### src/rtl/bmac_accumulator.sv
// rtl/bmac_accumulator.sv - saturating signed accumulator for XNOR-popcount partial products
// Sums vec_len signed chunks per dot product and hands the result downstream on valid/ready.
module bmac_accumulator #(
  parameter int IN_W  = 16,
  parameter int ACC_W = 24,
  parameter int LEN_W = 8
) (
  input  logic             sys_clk,
  input  logic             sys_rst_n,
  input  logic             start,
  input  logic [LEN_W-1:0] vec_len,
  input  logic             in_valid,
  output logic             in_ready,
  input  logic [IN_W-1:0]  in_data,
  output logic             out_valid,
  input  logic             out_ready,
  output logic [ACC_W-1:0] out_data,
  output logic             busy,
  output logic             sat_flag
);

  // One guard bit over the wider operand keeps the raw sum exact before clamping.
  localparam int SUM_W = ((ACC_W > IN_W) ? ACC_W : IN_W) + 1;
  localparam logic signed [SUM_W-1:0] ACC_MAX = {{(SUM_W-ACC_W+1){1'b0}}, {(ACC_W-1){1'b1}}};
  localparam logic signed [SUM_W-1:0] ACC_MIN = {{(SUM_W-ACC_W+1){1'b1}}, {(ACC_W-1){1'b0}}};

  typedef enum logic [1:0] {IDLE, ACC, DONE} state_t;

  state_t             state_q, state_d;
  logic [ACC_W-1:0]   acc_q, acc_d;
  logic [LEN_W-1:0]   cnt_q, cnt_d;
  logic               out_valid_q, out_valid_d;
  logic [ACC_W-1:0]   out_data_q, out_data_d;
  logic               sat_flag_q, sat_flag_d;

  logic signed [SUM_W-1:0] acc_ext;
  logic signed [SUM_W-1:0] in_ext;
  logic signed [SUM_W-1:0] sum;
  logic [ACC_W-1:0]        acc_sat;
  logic                    sat_hit;

  always_comb begin
    acc_ext = SUM_W'($signed(acc_q));
    in_ext  = SUM_W'($signed(in_data));
    sum     = acc_ext + in_ext;
    sat_hit = 1'b0;
    acc_sat = sum[ACC_W-1:0];
    if (sum > ACC_MAX) begin
      acc_sat = ACC_MAX[ACC_W-1:0];
      sat_hit = 1'b1;
    end else if (sum < ACC_MIN) begin
      acc_sat = ACC_MIN[ACC_W-1:0];
      sat_hit = 1'b1;
    end
  end

  always_comb begin
    state_d     = state_q;
    acc_d       = acc_q;
    cnt_d       = cnt_q;
    out_valid_d = out_valid_q;
    out_data_d  = out_data_q;
    sat_flag_d  = sat_flag_q;
    case (state_q)
      IDLE: begin
        if (start) begin
          acc_d      = '0;
          sat_flag_d = 1'b0;
          if (vec_len != '0) begin
            cnt_d   = vec_len;
            state_d = ACC;
          end else begin
            state_d     = DONE;
            out_valid_d = 1'b1;
            out_data_d  = '0;
          end
        end
      end
      ACC: begin
        if (in_valid) begin
          acc_d = acc_sat;
          cnt_d = cnt_q - LEN_W'(1);
          if (sat_hit) sat_flag_d = 1'b1;
          if (cnt_q == LEN_W'(1)) begin
            state_d     = DONE;
            out_valid_d = 1'b1;
            out_data_d  = acc_sat;
          end
        end
      end
      DONE: begin
        if (out_ready) begin
          state_d     = IDLE;
          out_valid_d = 1'b0;
        end
      end
      default: state_d = IDLE;
    endcase
  end

  always_ff @(posedge sys_clk) begin
    if (!sys_rst_n) begin
      state_q     <= IDLE;
      acc_q       <= '0;
      cnt_q       <= '0;
      out_valid_q <= 1'b0;
      out_data_q  <= '0;
      sat_flag_q  <= 1'b0;
    end else begin
      state_q     <= state_d;
      acc_q       <= acc_d;
      cnt_q       <= cnt_d;
      out_valid_q <= out_valid_d;
      out_data_q  <= out_data_d;
      sat_flag_q  <= sat_flag_d;
    end
  end

  assign in_ready  = (state_q == ACC);
  assign busy      = (state_q != IDLE);
  assign out_valid = out_valid_q;
  assign out_data  = out_data_q;
  assign sat_flag  = sat_flag_q;

endmodule

### config.mk
export PLATFORM = sky130hd
export DESIGN_NAME = bmac_accumulator
export DESIGN_NICKNAME = d
export VERILOG_FILES = /design/src/rtl/bmac_accumulator.sv
export SDC_FILE = /design/constraint.sdc
export NUM_CORES = 1
export LEC_CHECK = 0
export CAP_MARGIN = 20
export CORE_UTILIZATION = 61
export CTS_BUF_LIST = sky130_fd_sc_hd__clkbuf_4 sky130_fd_sc_hd__clkbuf_8
export DETAILED_ROUTE_END_ITERATION = 6
export HOLD_SLACK_MARGIN = 0.05
export PLACE_DENSITY = 0.85
export SETUP_SLACK_MARGIN = 0.4
export SLEW_MARGIN = 5
export SYNTH_ARGS = -nofsm -noshare
export SYNTH_HDL_FRONTEND = slang
export SYNTH_SLANG_ARGS = --single-unit
export TNS_END_PERCENT = 10
### constraint.sdc
create_clock -name sys_clk -period 8.44 [get_ports sys_clk]
set_input_delay 1.688 -clock sys_clk [delete_from_list [all_inputs] [get_ports sys_clk]]
set_output_delay 1.688 -clock sys_clk [all_outputs]
set_load 0.01 [all_outputs]
==> results of run 1 <==
-- cells by family (layout without fill, tap and decap cells) --
family,count (synthesis),after routing,synth area share (%)
simple gates,128,128,16.32
flops,60,60,32.04
buf+inv,35,88,4.039
xor+xnor,19,19,4.439
fa+ha+maj,30,30,10.21
compound gates,164,164,31.01
mux,6,6,1.936
-- sequential cells by signal (all words and copies together), names as in the netlist --
| name | flops |
|---|---|
| cnt_q | 8 |
| state_q | 2 |
| out_valid | 1 |
| out_data | 24 |
| acc_q | 24 |
| sat_flag | 1 |
-- metrics by stage --
step	power, mW	setup WS, ns	util (%)	instance area, sq um
floorplan	0.8267	4.230	-	3749
global placement	0.9671	3.025	73.12	4329
detailed placement	0.9908	2.858	73.37	4344
CTS	1.221	3.198	76.14	4508
global route	1.316	2.915	76.14	4508
finish	1.229	3.133	76.14	4508
-- cell usage in the layout (no fill, tap or decap), types with 3 or more instances in the layout --
cell | synthesis | layout
dfxtp_1 | 60 | 60
clkdlybuf4s50_1 | 0 | 56
nand2_1 | 52 | 52
a21oi_1 | 33 | 33
ha_1 | 29 | 29
a21o_1 | 23 | 23
o21ai_0 | 21 | 21
nor2_1 | 20 | 20
a221o_1 | 19 | 19
inv_1 | 17 | 17
o21ai_1 | 15 | 15
xnor2_1 | 12 | 12
nand3_1 | 11 | 11
clkbuf_8 | 0 | 11
o211ai_1 | 8 | 8
nand2b_1 | 7 | 7
xor2_1 | 7 | 7
a22oi_1 | 6 | 6
o21a_1 | 6 | 6
a211oi_1 | 6 | 6
nor3_1 | 6 | 6
and2_1 | 5 | 5
or3_1 | 5 | 5
mux2i_1 | 5 | 5
and3_1 | 4 | 4
nor2_2 | 4 | 4
o311ai_0 | 4 | 4
or2_1 | 3 | 3
a211o_1 | 3 | 3
-- routing by layer --
metal	track usage, %	up-vias
li1	-	1741
met1	36.71	1692
met4	14.82	0
met5	0	-
met3	5.568	20
met2	55.85	148
-- critical path, stage by stage --
cell and delay (ns):
clkdlybuf4s50_1 0.46, ha_1 0.18, inv_1 0.06, fa_1 0.39
nand2b_1 0.17, a21oi_1 0.20, o211ai_1 0.19, o31ai_1 0.63
a211o_1 0.30, a31oi_4 0.30, nor2_2 0.79, a221o_1 0.22
-- path summary, 6_finish.rpt --
kind / start / cells past startpoint / slack (ns) / end
max: in_data[0] / 12 / 3.13 / acc_q[7]
min: acc_q[20] / 2 / 0.46 / acc_q[20]
min reg2reg: acc_q[20] / 2 / 0.46 / acc_q[20]
max reg2reg: acc_q[0] / 11 / 4.57 / acc_q[7]
-- area by class of cell --
type | count | area (sq um)
clock buffers | 11 | 151.4
multi-input cells | 347 | 2402
fillers | 462 | 1413
clock inverters | 2 | 12.51
inverters | 17 | 63.81
repair buffers | 58 | 583.1
well taps | 75 | 93.84
flip-flops and latches | 60 | 1201
-- power groups by stage --
stage / clock network (mW) / registers [mW] / logic [mW]
after floorplan: 0 / 0.383 / 0.444
after CTS: 0.230 / 0.382 / 0.608
after global routing: 0.242 / 0.390 / 0.684
after global placement: 0 / 0.386 / 0.581
after detailed placement: 0 / 0.387 / 0.604
final: 0.230 / 0.383 / 0.616
==> results.md, run 1 <==
- Worst skew pair latency: 0.34 ns
- Least-Margin Pin Slew: 0.9578 ns
- Post-Synthesis Net Count: 501
- Netlist Area Pre-Place: 3749 sq um
- CP max FO: 23
- Die X: 80.39 um
- Area Overhead vs Synth: 20.26%
- Top post-synthesis cells by area: dfxtp_1 32%, ha_1 9.7%, nand2_1 5.2%
- Vias: 3,601
- Max Used Layer: met4
- Leak: 1.914 nW
- Final WL: 9655 um
- Critical path class: in -> reg
- Sw frac: 42.52%
- Slew Limit Fails: 0
- Congestion Overflow GR: 0
- Clock share of power: 18.7%
- Post-synth top cells: 60 x dfxtp_1, 52 x nand2_1, 33 x a21oi_1, 29 x ha_1, 23 x a21o_1
- Die ar.: 6463 sq um
- Comb pwr share: 50.1%
- Die Ht: 80.39 um
- Hold WC Path Type: reg -> reg
- Post-synth EDFFs: 0
- Seq pwr share: 31.2%
- Port Buffer Count: 56
- WP data arrival: 5.59 ns
- TritonCTS Buffers: 9
- CTS resizes: 0
- Largest area contributor in the netlist: dfxtp_1
- Hold buffer count at cts: 0
- Crit path launch type: input pin
- Clock sink count: 60
- Final worst path period share: 62.88%
- Tot GR Track Use: 31.65%
- Int Pwr: 0.7065 mW
- Kind of end point of the critical path: flip-flop
- Final hold vios: 0
- RSZ-0062 raised after global routing: no
- Synthesis Warnings: 0
- Synth top area share: 32.04%
- DRC: 0
- Final setup violation count: 0
- Clk slew on worst S/H paths: 0.07 ns
- H-tree depth: 3
- WL met1: 4010 um
- P_sw: 0.5227 mW
- Synthesized instance count: 442
- Antenna diodes: 0
- Routed Antenna Nets: 0
- Drt first pass iters: 4
- Flops & latches, synth: 60
- Relative slew slack: 36.08%
- Power density cells: 272.7 nW/um^2
- Status: completed
- GPL Wtd Cong: 0.9155
- Initial Util: 63.31%
- Routed wl met3: 693 um
- Synth Flop Type: dfxtp_1
- Largest net degree at the start of global routing: 24
- Nets: 552
- Worst vdd ir: 0.2326 mV
- Vias in the first global route: 3,482
- Seq/Total Area, Yosys: 32.04%
- Core area: 5921 sq um
- DR iter-0 viols: 197
- DR WL/cell: 16.94 um
- Asr flop ratio synth: 0%
- Dpl cells: 557
- Yosys cell types: 54
- Via/cell ratio: 6.318
- Root Buffer: clkbuf_8
- First-pass GRT wire length: 15,850 um
- CTS tree: done
- Non-Filler Instances: 570
- Hpwl dp: 6927 um
- Crit path time final: 5.307 ns
- Count leader, synth: dfxtp_1
- Wire length on met2: 4753 um
- Data required time at the worst endpoint: 8.72 ns
- FP Rows: 28
- Setup bufs post-CTS: 0
- Initial antenna violation count: 0
- Share of layout cells above drive strength 1: 5.859%
- Worst slack on hold paths: 0.4571 ns
- Peak Freq: 0.1884 GHz
- Sum Neg Setup Slack: 0 ns
- Worst Skew: 0.006957 ns
- Deepest clock path buffer count: 2
- Mapped Avg Cell Area: 8.481 sq um
- Maxcap violations: 0
- I/O pins: 57
(Power assumes the default switching activity.)
==> run 2: changes to the inputs <==
--- a/config.mk
+++ b/config.mk
@@ -6,11 +6,11 @@
 export NUM_CORES = 1
 export LEC_CHECK = 0
 export CAP_MARGIN = 20
-export CORE_UTILIZATION = 61
+export CORE_UTILIZATION = 56
 export CTS_BUF_LIST = sky130_fd_sc_hd__clkbuf_4 sky130_fd_sc_hd__clkbuf_8
 export DETAILED_ROUTE_END_ITERATION = 6
 export HOLD_SLACK_MARGIN = 0.05
-export PLACE_DENSITY = 0.85
+export PLACE_DENSITY = 0.78
 export SETUP_SLACK_MARGIN = 0.4
 export SLEW_MARGIN = 5
 export SYNTH_ARGS = -nofsm -noshare
==> constraint.sdc (replaced) <==
create_clock -name sys_clk -period 5.5 [get_ports sys_clk]
set_input_delay 1.1 -clock sys_clk [delete_from_list [all_inputs] [get_ports sys_clk]]
set_output_delay 1.1 -clock sys_clk [all_outputs]
set_load 0.01 [all_outputs]
==> run 2 against run 1 <==
  * The flow now finishes with violations (DRC)
  * Critical path depth rose by 2
  * Worst hold slack improved by 0.0014 ns
  * Utilization fell by 5.4 points
  * Routed wire length fell by 1.1%
  * Setup slack got worse by 2.0 ns
  * Non-clock buffer count rose by 4
  * Die area rose by 8.7%
  * Critical endpoint is now acc_q[8]
  * Largest cell class unchanged
==> results.md, run 2 (same netlist as run 1, synthesis figures left out) <==
- Fillers: 510
- Worst Skew: 0.008365 ns
- Die Ht: 83.82 um
- Max stage delay on crit path: 0.64 ns
- Kind of end point of the critical path: flip-flop
- Clk slew on worst S/H paths: 0.07 ns
- Worst R2R Path Depth: 13
- Final worst path period share: 79.85%
- Port Buffer Count: 56
- Failing checks: DRC
- Via/cell ratio: 6.157
- Crit-path cells: clkdlybuf4s50_1, ha_1, inv_1, fa_1, nand2b_1, a21oi_1, o211ai_1, o31ai_1, buf_4, a211o_1, a31oi_4, nor2_2, buf_4, a221o_1
- Most frequent cells in the layout: 60 x dfxtp_1, 56 x clkdlybuf4s50_1, 52 x nand2_1, 33 x a21oi_1, 29 x ha_1
- Tot GR Track Use: 28.40%
- Clock sink count: 60
- Multi-input gate area: 2402 sq um
- H-tree depth: 3
- Root Buffer: clkbuf_8
- WP data arrival: 4.62 ns
- Hold Startpoint: acc_q[20]
- Vias: 3,559
- Register Area: 1201 sq um
- Drt first pass iters: 7
- Congestion Overflow GR: 0
- Maxcap violations: 0
- I/O pins: 57
- Die ar.: 7025 sq um
- Area Overhead vs Synth: 21.13%
- Critical path class: in -> reg
- Setup bufs post-CTS: 0
- First-pass GRT wire length: 15,980 um
- Deepest clock path buffer count: 2
- Crit path time final: 4.392 ns
- Antenna diodes: 0
- DR iter-0 viols: 186
- Initial Util: 58.37%
- Critical path's most frequent cell: buf_4
- Hold depth: 2
- Hold WC Path Type: reg -> reg
- Largest net degree at the start of global routing: 24
- Peak Freq: 0.2277 GHz
- Hold EP: acc_q[20]
- Share of layout cells above drive strength 1: 6.986%
- Reg-to-Reg End: acc_q[8]
- CP max FO: 23
- Least-Margin Pin Slew: 0.8073 ns
- Final WL: 9548 um
- Hold buffer count at cts: 0
- CP Buf/Inv Count: 4
- Leak: 1.938 nW
- FP Rows: 29
- Max stage delay cell, worst path: a31oi_4
- Slew Limit Fails: 0
- CTS resizes: 0
- Most common cell after layout, fill and taps aside: dfxtp_1
- Worst Setup SP: in_data[0]
- Hpwl dp: 6808 um
- DRC: 10
- Worst skew pair latency: 0.35 ns
- DR WL/cell: 16.52 um
- Setup slack, reg-to-reg: 1.97 ns
- Relative slew slack: 46.18%
- RSZ-0062 raised after global routing: no
- Final hold vios: 0
- TritonCTS Buffers: 9
- Nets: 556
- Power density cells: 417.0 nW/um^2
- Crit path launch type: input pin
- Initial antenna violation count: 0
- Routed Antenna Nets: 0
- Sum Neg Setup Slack: 0 ns
- Final setup violation count: 0
- GPL Wtd Cong: 0.8591
- Delay-heaviest family, CP: compound AO/OA/AOI/OAI gates
- CTS tree: done
- Status: finished, violations left
- Total Power: 1.893 mW
- Data required time at the worst endpoint: 5.73 ns
- Worst vdd ir: 0.3524 mV
- Core area: 6422 sq um
- Die X: 83.82 um
- Worst r2r src: acc_q[0]
- Vias in the first global route: 3,469
[run 2: where the power goes]
group / total, mW / switching [mW] / leakage [nW] / internal, mW
logic: 0.949 / 0.565 / 1.36 / 0.383
clock network: 0.356 / 0.179 / 0.0886 / 0.177
registers: 0.588 / 0.0658 / 0.487 / 0.523
total: 1.89 / 0.810 / 1.94 / 1.08
[run 2: per-stage QoR]
stage	area, sq um	hold slack (ns)	worst slack (ns)	cells	utilization (%)
global route	4541	0.4726	0.9149	578	70.70
CTS	4541	0.4601	1.158	578	70.70
global placement	4369	0.4434	0.9527	563	68.03
finish	4541	0.4585	1.108	578	70.70
floorplan	3749	0.4290	1.878	442	-
detailed placement	4369	0.4513	0.8203	563	68.03
[run 2: area by class of cell]
cell class / count / share of cell area [%]
multi-input cells: 347 / 52.91
flip-flops and latches: 60 / 26.45
repair buffers: 62 / 13.34
clock buffers: 11 / 3.196
well taps: 77 / 2.122
inverters: 17 / 1.405
clock inverters: 4 / 0.5787
[run 2: worst reg2reg max path: cells and delay by family, from the launching register on]
kind / cells / cell delay, ns
adders and majority gates: 2 / 0.44
DFF: 1 / 0.32
AOI/OAI and AO/OA: 6 / 1.79
buffers and inverters: 3 / 0.51
and+or+nand+nor: 2 / 0.37
[run 2: worst max-delay path by stage]
stage / endpoint / slack (ns) / cells past startpoint
floorplan: acc_q[2] / 1.88 / 12
global placement: acc_q[5] / 0.95 / 12
detailed placement: acc_q[9] / 0.82 / 14
CTS: acc_q[8] / 1.16 / 14
global route: acc_q[8] / 0.91 / 14
finish: acc_q[8] / 1.11 / 14
[run 2: per-layer routing]
metal / track usage [%] / wire (um)
met5: 0 / 0
met4: 10.66 / 206
met3: 5.836 / 540
met2: 47.91 / 4595
met1: 35.65 / 4206
==> run 3: changes to the inputs <==
==> constraint.sdc (replaced) <==
create_clock -name sys_clk -period 4.3 [get_ports sys_clk]
set_input_delay 0.86 -clock sys_clk [delete_from_list [all_inputs] [get_ports sys_clk]]
set_output_delay 0.86 -clock sys_clk [all_outputs]
set_load 0.01 [all_outputs]
==> run 3 against run 2 <==
  * Clock power increased by 35%
  * Flip-flop and latch count unchanged
  * Die area unchanged
  * Non-clock buffer count rose by 5
  * Final area grew 0.99%
  * The run still ends with DRC left
  * Cell count up 0.69%
  * Routed wire length fell by 2.4%
  * Clock skew is 0.0034 ns lower
  * Utilization increased by 0.70 points
  * Critical path depth down 3
  * Setup slack worse by 0.49 ns
==> results.md, run 3 (same netlist as run 1, synthesis figures left out) <==
- First-pass GRT wire length: 15,720 um
- Total Power: 2.443 mW
- Finished Cell Area: 4586 sq um
- Fillers: 517
- Area Overhead vs Synth: 22.33%
- Routed Antenna Nets: 0
- CP max FO: 20
- Final WL: 9321 um
- Hpwl dp: 6749 um
- Leak: 1.961 nW
- Relative slew slack: 46.11%
- Via/cell ratio: 6.074
- Die X: 83.82 um
- Delay-heaviest family, CP: compound AO/OA/AOI/OAI gates
- Worst slack on hold paths: 0.4715 ns
- FP Rows: 29
- Worst Setup EP: acc_q[11]
- Multi-input gate area: 2402 sq um
- Final setup violation count: 0
- Share of layout cells above drive strength 1: 7.723%
- Crit path time final: 3.685 ns
- Hold WC Path Type: reg -> reg
- CTS tree: done
- Area after DPL: 4407 sq um
- Final worst path period share: 85.70%
- Vias: 3,535
- Core area: 6422 sq um
- Reg-to-Reg End: acc_q[11]
- Power density cells: 532.7 nW/um^2
- WP data arrival: 3.91 ns
- Tot GR Track Use: 27.71%
- Register Area: 1201 sq um
- H-tree depth: 3
- Nets: 561
- Hold buffer count at cts: 0
- Root Buffer: clkbuf_8
- Most frequent cells in the layout: 60 x dfxtp_1, 56 x clkdlybuf4s50_1, 52 x nand2_1, 33 x a21oi_1, 29 x ha_1
- Pre-CTS setup slack: 0.3013 ns
- Failing checks: DRC
- Critical path's most frequent cell: nor2_2
- Congestion Overflow GR: 0
- Kind of end point of the critical path: flip-flop
- Drt first pass iters: 7
- DRC: 9
- Fin util: 71.40%
- Least-Margin Pin Slew: 0.8083 ns
- Final worst slack: 0.6150 ns
- Data required time at the worst endpoint: 4.53 ns
- Maxcap violations: 0
- Antenna diodes: 0
- DR WL/cell: 16.02 um
- Clk slew on worst S/H paths: 0.07 ns
- Max stage delay cell, worst path: clkdlybuf4s50_1
- Dpl cells: 568
- DR iter-0 viols: 176
- Vias in the first global route: 3,349
- CP Buf/Inv Count: 2
- Largest net degree at the start of global routing: 24
- I/O pins: 57
- Most common cell after layout, fill and taps aside: dfxtp_1
- Die Ht: 83.82 um
- Crit path launch type: input pin
- Max stage delay on crit path: 0.44 ns
- Sum Neg Setup Slack: 0 ns
- Deepest clock path buffer count: 2
- Crit-path cells: clkdlybuf4s50_1, ha_1, a211oi_1, o211ai_1, a21oi_1, a211oi_2, nor2_2, mux2i_4, nor2_2, buf_4, a221o_1
- Worst skew pair latency: 0.34 ns
- Worst R2R Path Depth: 10
- WP depth: 11
- Initial Util: 58.37%
- Clock sink count: 60
- Port Buffer Count: 56
- Worst vdd ir: 0.5215 mV
- Initial antenna violation count: 0
- Setup bufs post-CTS: 0
- Critical path class: in -> reg
- Status: finished, violations left
- GPL Wtd Cong: 0.8806
- RSZ-0062 raised after global routing: no
- CTS resizes: 0
- Die ar.: 7025 sq um
- Worst r2r src: acc_q[1]
- Peak Freq: 0.2714 GHz
- TritonCTS Buffers: 9
- Slew Limit Fails: 0
- Setup slack, reg-to-reg: 1.27 ns
- Worst Setup SP: in_data[1]
- Worst Skew: 0.004998 ns
- Non-Filler Instances: 582
- Final hold vios: 0
==> run 3: where the power goes <==
group	total (mW)	leakage (nW)	switching [mW]	internal, mW
Combinational	1.21	1.39	0.712	0.498
Sequential	0.751	0.487	0.0828	0.669
Clock	0.482	0.0870	0.223	0.259
Total	2.44	1.96	1.02	1.43
==> run 3: worst register-to-register path: stages (launching register included) <==
cell      delay (ns)
dfxtp_1         0.38
ha_1            0.27
a211oi_1        0.32
o211ai_1        0.20
a21oi_1         0.30
a211oi_2        0.14
nor2_2          0.31
mux2i_4         0.39
nor2_2          0.07
buf_4           0.22
a221o_1         0.33
==> run 3: routing by layer <==
metal	wire length (um)	share of wire (%)	up-vias	global-route usage [%]
met1	4311	46	1661	36.00
met2	4433	48	91	46.05
li1	-	-	1762	-
met5	0	0	-	0
met4	197	2.1	0	11.29
met3	379	4.1	21	4.055
==> run 3: layout make-up <==
cell class / count / share of cell area, %
sequential: 60 / 26.19
tap: 77 / 2.101
timing repair buffer: 67 / 14.02
clock inverter: 5 / 1.201
inverter: 17 / 1.392
clock buffer: 9 / 2.701
multi-input combinational: 347 / 52.39
==> run 3: how the worst min path moves through the flow <==
| stage | start | slack [ns] | end | cells past startpoint |
|---|---|---|---|---|
| 6_report | acc_q[23] | 0.47 | acc_q[23] | 2 |
| 5_1_grt | acc_q[23] | 0.49 | acc_q[23] | 2 |
| 4_1_cts | acc_q[23] | 0.48 | acc_q[23] | 2 |
| 3_5_place_dp | out_data[23] | 0.46 | out_data[23] | 2 |
| 3_3_place_gp | acc_q[23] | 0.46 | acc_q[23] | 2 |
| 2_1_floorplan | acc_q[20] | 0.43 | acc_q[20] | 2 |
